File: config.mk
export PLATFORM = sky130hd
export DESIGN_NAME = hazard_unit_param
export DESIGN_NICKNAME = d
export VERILOG_FILES = /design/src/rtl/hazard_pkg.sv /design/src/rtl/hazard_unit_param_fwd_sel.sv /design/src/rtl/hazard_unit_param.sv
export SDC_FILE = /design/constraint.sdc
export NUM_CORES = 1
export LEC_CHECK = 0
export ABC_AREA = 1
export ABC_CLOCK_PERIOD_IN_PS = 2800
export CORE_UTILIZATION = 40
export CTS_CLUSTER_DIAMETER = 100
export DETAILED_ROUTE_END_ITERATION = 16
export PLACE_DENSITY = 0.71
export REMOVE_ABC_BUFFERS = 1
export SLEW_MARGIN = 10
export SYNTH_ARGS = -nofsm -noshare
export SYNTH_HDL_FRONTEND = slang
export SYNTH_HIERARCHICAL = 1
export SYNTH_SLANG_ARGS = --single-unit
export TNS_END_PERCENT = 50
File: constraint.sdc
create_clock -name clk -period 2.8 [get_ports clk]
set_clock_uncertainty 0.15 [all_clocks]
set_input_delay 0.56 -clock clk [delete_from_list [all_inputs] [get_ports clk]]
set_output_delay 0.56 -clock clk [all_outputs]
set_load 0.01 [all_outputs]
File: src/rtl/hazard_pkg.sv
// Shared encodings for the pipeline hazard unit: forwarding selects,
// memory-wait FSM states and the stall/flush control bundle.
package hazard_pkg;

   localparam logic [1:0] FWD_RF = 2'b00;
   localparam logic [1:0] FWD_W  = 2'b01;
   localparam logic [1:0] FWD_M  = 2'b10;

   typedef enum logic {
      IDLE = 1'b0,
      WAIT = 1'b1
   } memState_t;

   typedef struct packed {
      logic stallF;
      logic stallD;
      logic stallE;
      logic stallM;
      logic flushD;
      logic flushE;
      logic flushW;
   } pipeCtrl_t;

endpackage

File: src/rtl/hazard_unit_param_fwd_sel.sv
// Per-operand address matching: execute-stage forward select and
// decode-stage load-use match against the E and M destinations.
module fwd_sel
   import hazard_pkg::*;
#(
   parameter int unsigned RA_W = 4
)
(
   input  logic [RA_W-1:0] raE,
   input  logic            raValidE,
   input  logic [RA_W-1:0] raD,
   input  logic            raValidD,
   input  logic [RA_W-1:0] wa3E,
   input  logic [RA_W-1:0] wa3M,
   input  logic [RA_W-1:0] wa3W,
   input  logic            regWriteM,
   input  logic            regWriteW,
   output logic [1:0]      forward,
   output logic            matchDE,
   output logic            matchDM
);

   logic hitM;
   logic hitW;

   assign hitM = raValidE && regWriteM && (raE == wa3M);
   assign hitW = raValidE && regWriteW && (raE == wa3W);

   // The younger M result shadows the W result for the same register.
   assign forward = hitM ? FWD_M : (hitW ? FWD_W : FWD_RF);

   assign matchDE = raValidD && (raD == wa3E);
   assign matchDM = raValidD && (raD == wa3M);

endmodule

File: src/rtl/hazard_unit_param.sv
// Pipeline hazard unit: operand forwarding, load-use and memory-wait stalls,
// control-flow flushes, and saturating stall/flush statistics counters.
module hazard_unit_param
   import hazard_pkg::*;
#(
   parameter int unsigned NSRC  = 3,
   parameter int unsigned RA_W  = 4,
   parameter int unsigned CNT_W = 16
)
(
   input  logic                 clk,
   input  logic                 reset,
   input  logic [NSRC*RA_W-1:0] RA_D,
   input  logic [NSRC*RA_W-1:0] RA_E,
   input  logic [NSRC-1:0]      RAValid_D,
   input  logic [NSRC-1:0]      RAValid_E,
   input  logic [RA_W-1:0]      WA3E,
   input  logic [RA_W-1:0]      WA3M,
   input  logic [RA_W-1:0]      WA3W,
   input  logic                 RegWriteE,
   input  logic                 RegWriteM,
   input  logic                 RegWriteW,
   input  logic                 MemtoRegE,
   input  logic                 MemtoRegM,
   input  logic                 MemReadyM,
   input  logic                 PCSrcD,
   input  logic                 PCSrcE,
   input  logic                 PCSrcM,
   input  logic                 PCSrcW,
   input  logic                 BranchTakenE,
   output logic [2*NSRC-1:0]    ForwardE,
   output logic                 StallF,
   output logic                 StallD,
   output logic                 StallE,
   output logic                 StallM,
   output logic                 FlushD,
   output logic                 FlushE,
   output logic                 FlushW,
   output logic [CNT_W-1:0]     StallCount,
   output logic [CNT_W-1:0]     FlushCount
);

   memState_t       memState;
   pipeCtrl_t       ctrl;
   logic [NSRC-1:0] matchDE;
   logic [NSRC-1:0] matchDM;
   logic            ldUseStall;
   logic            memStall;
   logic            memNotReady;
   logic            pcWrPendingF;

   for (genvar i = 0; i < NSRC; i++) begin : g_fwd
      fwd_sel #(
         .RA_W (RA_W)
      ) u_fwd_sel (
         .raE       (RA_E[i*RA_W +: RA_W]),
         .raValidE  (RAValid_E[i]),
         .raD       (RA_D[i*RA_W +: RA_W]),
         .raValidD  (RAValid_D[i]),
         .wa3E      (WA3E),
         .wa3M      (WA3M),
         .wa3W      (WA3W),
         .regWriteM (RegWriteM),
         .regWriteW (RegWriteW),
         .forward   (ForwardE[2*i +: 2]),
         .matchDE   (matchDE[i]),
         .matchDM   (matchDM[i])
      );
   end

   // A load in M is still outstanding while waiting, even on the cycle ready arrives.
   assign memNotReady  = (memState == WAIT) || !MemReadyM;
   assign ldUseStall   = ((|matchDE) && MemtoRegE && RegWriteE) ||
                         ((|matchDM) && MemtoRegM && memNotReady);
   assign memStall     = MemtoRegM && !MemReadyM;
   assign pcWrPendingF = PCSrcD || PCSrcE || PCSrcM;

   // Memory stall freezes the whole pipe and overrides every other cause.
   always_comb begin
      ctrl = '0;
      if (memStall) begin
         ctrl.stallF = 1'b1;
         ctrl.stallD = 1'b1;
         ctrl.stallE = 1'b1;
         ctrl.stallM = 1'b1;
         ctrl.flushW = 1'b1;
      end else begin
         ctrl.stallF = ldUseStall || pcWrPendingF;
         ctrl.stallD = ldUseStall;
         ctrl.flushD = pcWrPendingF || PCSrcW || BranchTakenE;
         ctrl.flushE = ldUseStall || BranchTakenE;
      end
   end

   assign StallF = ctrl.stallF;
   assign StallD = ctrl.stallD;
   assign StallE = ctrl.stallE;
   assign StallM = ctrl.stallM;
   assign FlushD = ctrl.flushD;
   assign FlushE = ctrl.flushE;
   assign FlushW = ctrl.flushW;

   always_ff @(posedge clk or negedge reset) begin
      if (!reset) begin
         memState <= IDLE;
      end else begin
         case (memState)
            IDLE:    if (MemtoRegM && !MemReadyM) memState <= WAIT;
            WAIT:    if (MemReadyM)               memState <= IDLE;
            default:                              memState <= IDLE;
         endcase
      end
   end

   // Saturating statistics; a count sticks at all-ones instead of wrapping.
   always_ff @(posedge clk or negedge reset) begin
      if (!reset) begin
         StallCount <= '0;
         FlushCount <= '0;
      end else begin
         if (ctrl.stallF && !(&StallCount)) begin
            StallCount <= StallCount + CNT_W'(1);
         end
         if ((ctrl.flushD || ctrl.flushE || ctrl.flushW) && !(&FlushCount)) begin
            FlushCount <= FlushCount + CNT_W'(1);
         end
      end
   end

endmodule

==> results of run 1 <==
[synth_stat cells (all sizes together)]
library cell  number  area (µm²)
nor2              73         309
nor3               4        40.0
dfrtp             33         826
xnor2              8        70.1
xor2               8        70.1
nand3             51         260
nand2            207         805
ha                 2        25.0
a21oi              8        40.0
o221ai             3        26.3
nand4             20         170
nand3b             1        7.51
buf               11        80.1
inv               76         285
o21ai             13        65.1
o22ai              3        18.8
clkbuf             1        3.75
or2                5        31.3
[sequential cells by signal (all words and copies together) (netlist names)]
name / cells
memState: 1
FlushCount: 16
StallCount: 16
[tightest hold or removal path: cells and delay by family (launching register included)]
family | cells | cell delay (ns)
compound gates | 1 | 0.06
flops | 1 | 0.36
buf+inv | 1 | 0.06
[per-layer routing]
layer / vias up / part of all wire (%) / track usage, %
met5: - / 0 / 0
met4: 0 / 1.2 / 6.05
met3: 7 / 4.0 / 3.03
met2: 76 / 48 / 36.3
met1: 1616 / 47 / 28.5
li1: 1881 / - / -
[cell type report]
type                            count  area, µm²  area share, %
Multi-Input combinational cell    406       1990           44.3
Timing Repair Buffer              123       1180           26.4
Sequential cell                    33        826           18.4
Inverter                           76        285           6.36
Tap cell                           99        124           2.76
Clock buffer                        8       80.1           1.79
[report_power, final]
group / switching, mW / total, mW / internal [mW]
registers: 0.163 / 0.735 / 0.572
clock network: 0.182 / 0.359 / 0.177
logic: 0.393 / 0.833 / 0.440
[cell families (layout without fill, tap and decap cells)]
family / Yosys count / count (layout) / synth area share, %
AND/OR/NAND/NOR: 361 / 361 / 51.8
adder cells (fa/ha/maj): 2 / 2 / 0.799
buffers and inverters: 88 / 207 / 11.8
flip-flops: 33 / 33 / 26.4
AO/OA/AOI/OAI: 27 / 27 / 4.79
XOR/XNOR: 16 / 16 / 4.47
[through the flow]
stage                     instances  power, mW  util (%)  hold WS, ns
after global routing            745       2.06      60.5        0.408
after CTS                       744       1.94      59.8        0.380
final                           745       1.93      60.5        0.373
after floorplan                 515       1.15         -        0.114
after global placement          736       1.55      58.7        0.353
after detailed placement        736       1.57      58.7        0.369
[final timing paths]
check	end	startpoint	cells after the start	slack, ns
max	FlushE	RA_D[8]	12	0.03
min	memState	memState	2	0.37
max reg2reg	StallCount[3]	StallCount[0]	7	0.74
min reg2reg	memState	memState	2	0.37
max in group asynchronous	memState	reset	2	1.67
min in group asynchronous	StallCount[11]	reset	2	0.51
[repair_timing]
| action | in CTS | in global routing |
|---|---|---|
| resized for setup | 26 | 37 |
| setup buffers | 0 | 1 |
| endpoints found under the setup margin | 13 | 9 |
| pin swaps | 1 | 5 |
==> reports/qor.yml, run 1 <==
post_synth_num_cell_types: 27
fin_setup_tns_ns: 0
critPathBufInv: 6
critPathLaunchType: "input port"
status: "completed"
grt_pass1_wl_mm: 14.5
worst_pin_slew_ns: 0.429
clkSinkCount: 33
cts_buffers: 5
first_iter_violations: 163
critPathMostFrequentCell: "inv_1"
place_area_um2: 4350
rsz0062_at_grt: "true"
crit_chain: "clkdlybuf4s50_1 > inv_1 > buf_4 > o221ai_2 > nor2_1 > inv_1 > nand2_1 > nand2_2 > nand3_2 > nand2_1 > inv_1 > clkdlybuf4s15_2"
antenna_found_initial: 0
cts_max_level: 2
gp_congestion: 0.868
clock_latency_ns: 0.29
slew_viol_final: 0
io_buffers: 99
die-area_um2: 8190
core-area_um2: 7410
max_slew_margin_pct: 71.4
final_area_um2: 4480
period_needed_ns: 2.77
end_kind: "output pin"
ys_warn_count: 6
avgViaCountPerCell: 4.81
overflow: 0
maxCapViolations: 0
syn_area_um2: 3130
fin_ws_ns: 0.0311
cts_tree: "yes"
cp.required_ns: 2.09
slowest_delay_ns: 0.48
worst_path_max_delay_cell: "clkdlybuf4s50_1"
rows: 31
via_count: 3580
die_h_um: 90.5
wl_per_cell_um: 11.8
synth-seq-area-share_pct: 26.4
drive_gt1_share_pct: 11.5
diodes: 0
fmax_ghz: 0.361
cp_max_fo: 4
nets: 702
io_pins: 100
grt_usage_pct: 21.5
cts.clk_slew.worst_paths_ns: 0.06
p_leak_nw: 2.42
place.detailed.hpwl_mm: 6.79
cp.arrival_ns: 2.06
ys_seq_elements: 33
remaining_drc_errors: 0
hold_class: "reg -> reg"
syn_avg_cell_area_um2: 5.94
postSynthCellCount: 527
firstDrtPassIters: 4
num-fill-cells: 738
preCtsSetupSlack_ns: -0.610
final_common_cell: "nand2_1"
grt_pass1_vias: 3125
hold_buffers: 0
cts-root-buf: "clkbuf_8"
hold_viol: 0
irDropWorstVdd_mv: 0.442
cellPowerDensity_nw_per_um2: 430
ant_nets: 0
routed_wirelength_mm: 8.81
grt_max_degree: 34
post-route-period-util_pct: 98.9
critical_path.top_delay_family: "buffers and inverters"
initial_utilization_pct: 42.3
fp.dieW_um: 90.5
clk_path_buf_depth: 2
worstSetupPathType: "in -> out"
setup_viol: 0
final_cell_mix: "nand2_1 (200), clkdlybuf4s50_1 (71), inv_1 (70), nor2_1 (63), nand3_1 (48)"
syn_to_final_growth_pct: 43.1
Power figures use the tool's default switching activity.
==> run 2, diff against run 1 <==
- RECOVER_POWER: not set -> 50
==> run 2 against run 1 <==
  * Maximum frequency shrank 0.62%
  * Power shrank 1.1%
  * Worst hold slack is essentially flat
  * Final cell count is the same
  * Highest routed layer unchanged
  * Critical endpoint is now StallM
==> reports/qor.yml, run 2 (synthesized netlist as in run 1, its figures left out) <==
status: "completed"  # unchanged
cp.arrival_ns: 2.08  # was 2.06 ns
hold_class: "reg -> reg"  # unchanged
clock_latency_ns: 0.29  # about the same
ant_nets: 0  # unchanged
fin_cells: 745  # unchanged
reg2reg_slack_ns: 0.74  # about the same
overflow: 0  # unchanged
die_h_um: 90.5  # unchanged
grt_usage_pct: 21.5  # unchanged
core-area_um2: 7410  # unchanged
syn_to_final_growth_pct: 43.1  # about the same
setup_viol: 0  # unchanged
critical_path.top_delay_family: "buffers and inverters"  # unchanged
gp_congestion: 0.868  # unchanged
critPathMostFrequentCell: "inv_1"  # unchanged
firstDrtPassIters: 5  # was 4
crit_chain: "dlygate4sd3_1 > inv_1 > or2_4 > inv_1 > clkdlybuf4s50_1"  # was clkdlybuf4s50_1 > inv_1 > buf_4 > o221ai_2 > nor2_1 > inv_1 > nand2_1 > nand2_2 > nand3_2 > nand2_1 > inv_1 > clkdlybuf4s15_2
end_kind: "output pin"  # unchanged
cellPowerDensity_nw_per_um2: 425  # was 430 nW/µm²
cp_max_fo: 6  # was 4
rows: 31  # unchanged
hold_viol: 0  # unchanged
top_regs: "FlushCount: 16 flops, StallCount: 16 flops, memState: 1 flops"  # unchanged
diodes: 0  # unchanged
swShare_pct: 38.5  # was 38.3%
p_comb_share_pct: 42.8  # was 43.2%
irDropWorstVdd_mv: 0.440  # was 0.442 mV
fin_setup_tns_ns: 0  # unchanged
grt_pass1_vias: 3125  # unchanged
period_needed_ns: 2.79  # was 2.77 ns
via_count: 3565  # was 3580
place_area_um2: 4350  # unchanged
drive_gt1_share_pct: 11.5  # unchanged
avgViaCountPerCell: 4.79  # was 4.81
cts_buffers: 5  # unchanged
dp_cells: 736  # unchanged
worst_pin_slew_ns: 0.840  # was 0.429 ns
power_switching_mw: 0.733  # was 0.738 mW
cts-root-buf: "clkbuf_8"  # unchanged
die-area_um2: 8190  # unchanged
routed_wirelength_mm: 8.81  # unchanged
fmax_ghz: 0.359  # was 0.361 GHz
p_leak_nw: 2.47  # was 2.42 nW
final_cell_mix: "nand2_1 (200), inv_1 (70), nor2_1 (63), clkdlybuf4s50_1 (49), nand3_1 (48)"  # was nand2_1 (200), clkdlybuf4s50_1 (71), inv_1 (70), nor2_1 (63), nand3_1 (48)
io_buffers: 99  # unchanged
antenna_found_initial: 0  # unchanged
io_pins: 100  # unchanged
final_common_cell: "nand2_1"  # unchanged
power_mw: 1.91  # was 1.93 mW
worst_path_max_delay_cell: "clkdlybuf4s50_1"  # unchanged
first_iter_violations: 154  # was 163
max_slew_margin_pct: 44.0  # was 71.4%
clockPowerShare_pct: 18.8  # was 18.6%
remaining_drc_errors: 0  # unchanged
rsz0062_at_grt: "true"  # unchanged
maxCapViolations: 0  # unchanged
slew_viol_final: 0  # unchanged
clkSinkCount: 33  # unchanged
critPathBufInv: 4  # was 6
wl_per_cell_um: 11.8  # unchanged
place.detailed.hpwl_mm: 6.79  # unchanged
worstSetupPathType: "in -> out"  # unchanged
final_area_um2: 4480  # about the same
cts_tree: "yes"  # unchanged
cp.required_ns: 2.09  # about the same
pwr-share-seq_pct: 38.4  # was 38.2%
post-route-period-util_pct: 99.5  # was 98.9%
fp.dieW_um: 90.5  # unchanged
grt_pass1_wl_mm: 14.5  # unchanged
slowest_delay_ns: 0.55  # was 0.48 ns
clk_path_buf_depth: 2  # unchanged
nets: 702  # unchanged
cts_max_level: 2  # unchanged
critPathLaunchType: "input port"  # unchanged
cts.clk_slew.worst_paths_ns: 0.06  # about the same
p_int_mw: 1.17  # was 1.19 mW
initial_utilization_pct: 42.3  # unchanged
grt_max_degree: 34  # unchanged
==> run 2: cell type report <==
cell class	count	area, µm²
clock buffer	8	80.1
fill	739	2930
inverter	76	285
multi-input combinational	406	1990
sequential	33	826
tap	99	124
timing repair buffer	123	1180
==> run 2: path summary, 6_finish.rpt <==
| path | to | startpoint | depth (start not counted) |
|---|---|---|---|
| min | memState | memState | 2 |
| max in group asynchronous | memState | reset | 2 |
| min in group asynchronous | StallCount[11] | reset | 2 |
| max reg2reg | StallCount[3] | StallCount[0] | 7 |
| min reg2reg | memState | memState | 2 |
| max | StallM | MemtoRegM | 5 |
==> run 2: what timing repair did <==
action	CTS	global route
resized for setup	26	37
endpoints found under the setup margin	13	9
hold buffers	0	0
pin swaps	1	5
endpoints found under the hold margin	0	0
buffers inserted	0	1
==> run 2: power by group through the flow <==
stage	logic, mW	clock network, mW	registers (mW)
finish	0.816	0.358	0.732
floorplan	0.398	0	0.749
global placement	0.817	0	0.734
detailed placement	0.835	0	0.738
CTS	0.836	0.368	0.733
global route	0.902	0.385	0.752
==> run 2: per-stage QoR <==
stage	hold WS, ns	utilization [%]	worst slack (ns)
after floorplan	0.114	-	0.603
after global placement	0.353	58.7	-0.574
after detailed placement	0.369	58.7	-0.610
after CTS	0.380	59.8	-0.0241
after global routing	0.408	60.5	-0.0799
final	0.373	60.5	0.0140
==> run 2: tightest hold or removal path: cells and delay by family, from the launching register on <==
kind            cells  cell delay (ns)
compound gates      1             0.06
flops               1             0.36
buf+inv             1             0.06
==> run 2: metal layers <==
| metal | vias to the layer above | GRT usage, % | share of wire (%) |
|---|---|---|---|
| met2 | 75 | 36.3 | 48 |
| met1 | 1601 | 28.5 | 47 |
| li1 | 1882 | - | - |
| met5 | - | 0 | 0 |
| met4 | 0 | 6.05 | 1.3 |
| met3 | 7 | 3.03 | 3.8 |
==> run 3, diff against run 2 <==
- SKIP_CTS_REPAIR_TIMING: not set -> 1
==> run 3 against run 2 <==
  * Flip-flop and latch count did not move
  * Largest cell class unchanged
  * First-iteration DRC count up 14%
  * Critical path depth grew 8
  * Sequential share of layout area about the same
  * Non-clock buffer count unchanged
  * Worst setup slack better by 0.0092 ns
  * Power about the same
  * Highest routed layer unchanged
  * Final area about the same
  * Critical endpoint is now FlushE
  * Global-route usage about the same
==> reports/qor.yml, run 3 (synthesized netlist as in run 1, its figures left out) <==
place_area_um2: 4350  # unchanged
avgViaCountPerCell: 4.82  # was 4.79
ant_nets: 0  # unchanged
clk_path_buf_depth: 2  # unchanged
p_leak_nw: 2.50  # was 2.47 nW
period_needed_ns: 2.78  # was 2.79 ns
cts-root-buf: "clkbuf_8"  # unchanged
die-area_um2: 8190  # unchanged
maxCapViolations: 0  # unchanged
grt_usage_pct: 21.5  # about the same
irDropWorstVdd_mv: 0.441  # was 0.440 mV
worst_pin_slew_ns: 0.828  # was 0.840 ns
fmax_ghz: 0.360  # was 0.359 GHz
diodes: 0  # unchanged
antenna_found_initial: 0  # unchanged
routed_wirelength_mm: 8.73  # was 8.81 mm
reg2regPathDepth: 7  # unchanged
grt_pass1_vias: 3135  # was 3125
end_kind: "output pin"  # unchanged
remaining_drc_errors: 0  # unchanged
hold_class: "reg -> reg"  # unchanged
final_area_um2: 4480  # about the same
slew_viol_final: 0  # unchanged
post-route-period-util_pct: 99.2  # was 99.5%
first_iter_violations: 176  # was 154
syn_to_final_growth_pct: 43.1  # about the same
io_pins: 100  # unchanged
gp_congestion: 0.868  # unchanged
fin_ws_ns: 0.0232  # was 0.0140 ns
rsz0062_at_grt: "true"  # unchanged
cts.clk_slew.worst_paths_ns: 0.06  # about the same
clock_latency_ns: 0.29  # about the same
cellPowerDensity_nw_per_um2: 425  # about the same
firstDrtPassIters: 4  # was 5
place.detailed.hpwl_mm: 6.79  # unchanged
nets: 702  # unchanged
critPathLaunchType: "input port"  # unchanged
final_common_cell: "nand2_1"  # unchanged
io_buffers: 99  # unchanged
die_h_um: 90.5  # unchanged
max_slew_margin_pct: 44.8  # was 44.0%
cp.arrival_ns: 2.07  # was 2.08 ns
overflow: 0  # unchanged
top_regs: "FlushCount: 16 flops, StallCount: 16 flops, memState: 1 flops"  # unchanged
post-route-util_pct: 60.5  # about the same
initial_utilization_pct: 42.3  # unchanged
cts_buffers: 5  # unchanged
drive_gt1_share_pct: 9.44  # was 11.5%
cp.required_ns: 2.09  # about the same
whs_path_depth: 2  # unchanged
grt_max_degree: 34  # unchanged
setup_viol: 0  # unchanged
fp.dieW_um: 90.5  # unchanged
via_count: 3588  # was 3565
worstSetupPathType: "in -> out"  # unchanged
hold_viol: 0  # unchanged
preCtsSetupSlack_ns: -0.610  # unchanged
cp_max_fo: 4  # was 6
rows: 31  # unchanged
clkSinkCount: 33  # unchanged
cts_max_level: 2  # unchanged
status: "completed"  # unchanged
final_cell_mix: "nand2_1 (200), inv_1 (74), nor2_1 (64), clkdlybuf4s50_1 (57), nand3_1 (49)"  # was nand2_1 (200), inv_1 (70), nor2_1 (63), clkdlybuf4s50_1 (49), nand3_1 (48)
cts_tree: "yes"  # unchanged
fin_setup_tns_ns: 0  # unchanged
wl_per_cell_um: 11.7  # was 11.8 µm
core-area_um2: 7410  # unchanged
grt_pass1_wl_mm: 14.6  # was 14.5 mm
## run 3: changes by cell type in the layout (fill, tap and decap cells not counted), sizes merged
cell and delta:
dlymetal6s2s +5, clkdlybuf4s15 -2, dlygate4sd3 -1, clkbuf -2, dlygate4sd2 -8, clkdlybuf4s50 +8
## run 3: metal layers
| layer | vias up | share of wire [%] | global-route usage (%) |
|---|---|---|---|
| met5 | - | 0 | 0 |
| li1 | 1882 | - | - |
| met2 | 73 | 48 | 36.2 |
| met1 | 1626 | 47 | 28.6 |
| met4 | 0 | 1.2 | 6.05 |
| met3 | 7 | 3.9 | 3.03 |
## run 3: worst max-delay path, stage by stage
cell             delay [ns]
clkdlybuf4s50_1        0.49
inv_1                  0.08
nor2_1                 0.12
nor3_2                 0.06
nand2_1                0.06
nor2_1                 0.04
nor2_1                 0.12
nand2_1                0.07
nand2_2                0.15
nand3_1                0.10
nand2_1                0.07
inv_1                  0.03
clkbuf_2               0.11
## run 3: path summary, 6_finish.rpt
| kind | start | end | slack, ns |
|---|---|---|---|
| worst max-delay path | RA_D[4] | FlushE | 0.02 |
| worst min-delay path | memState | memState | 0.37 |
| worst max register to register | StallCount[0] | StallCount[3] | 0.74 |
| worst min register to register | memState | memState | 0.37 |
| max in group asynchronous | reset | memState | 1.23 |
| min in group asynchronous | reset | StallCount[11] | 0.74 |
## run 3: layout make-up
class	count	area [µm²]
flip-flops and latches	33	826
repair buffers	123	1210
well taps	99	124
fillers	742	2930
inverters	76	285
multi-input cells	406	1960
clock buffers	8	80.1
## run 3: power breakdown
part	internal [mW]	leakage (nW)	switching, mW
logic	0.426	2.03	0.388
clock network	0.177	0.0395	0.180
registers	0.572	0.435	0.161
total	1.18	2.50	0.729
## run 3: stage by stage
step           total power [mW]  cells  hold slack (ns)
2_1_floorplan              1.15    515            0.114
6_report                   1.90    745            0.371
3_5_place_dp               1.57    736            0.369
4_1_cts                    1.94    744            0.380
5_1_grt                    2.04    745            0.408
3_3_place_gp               1.55    736            0.353
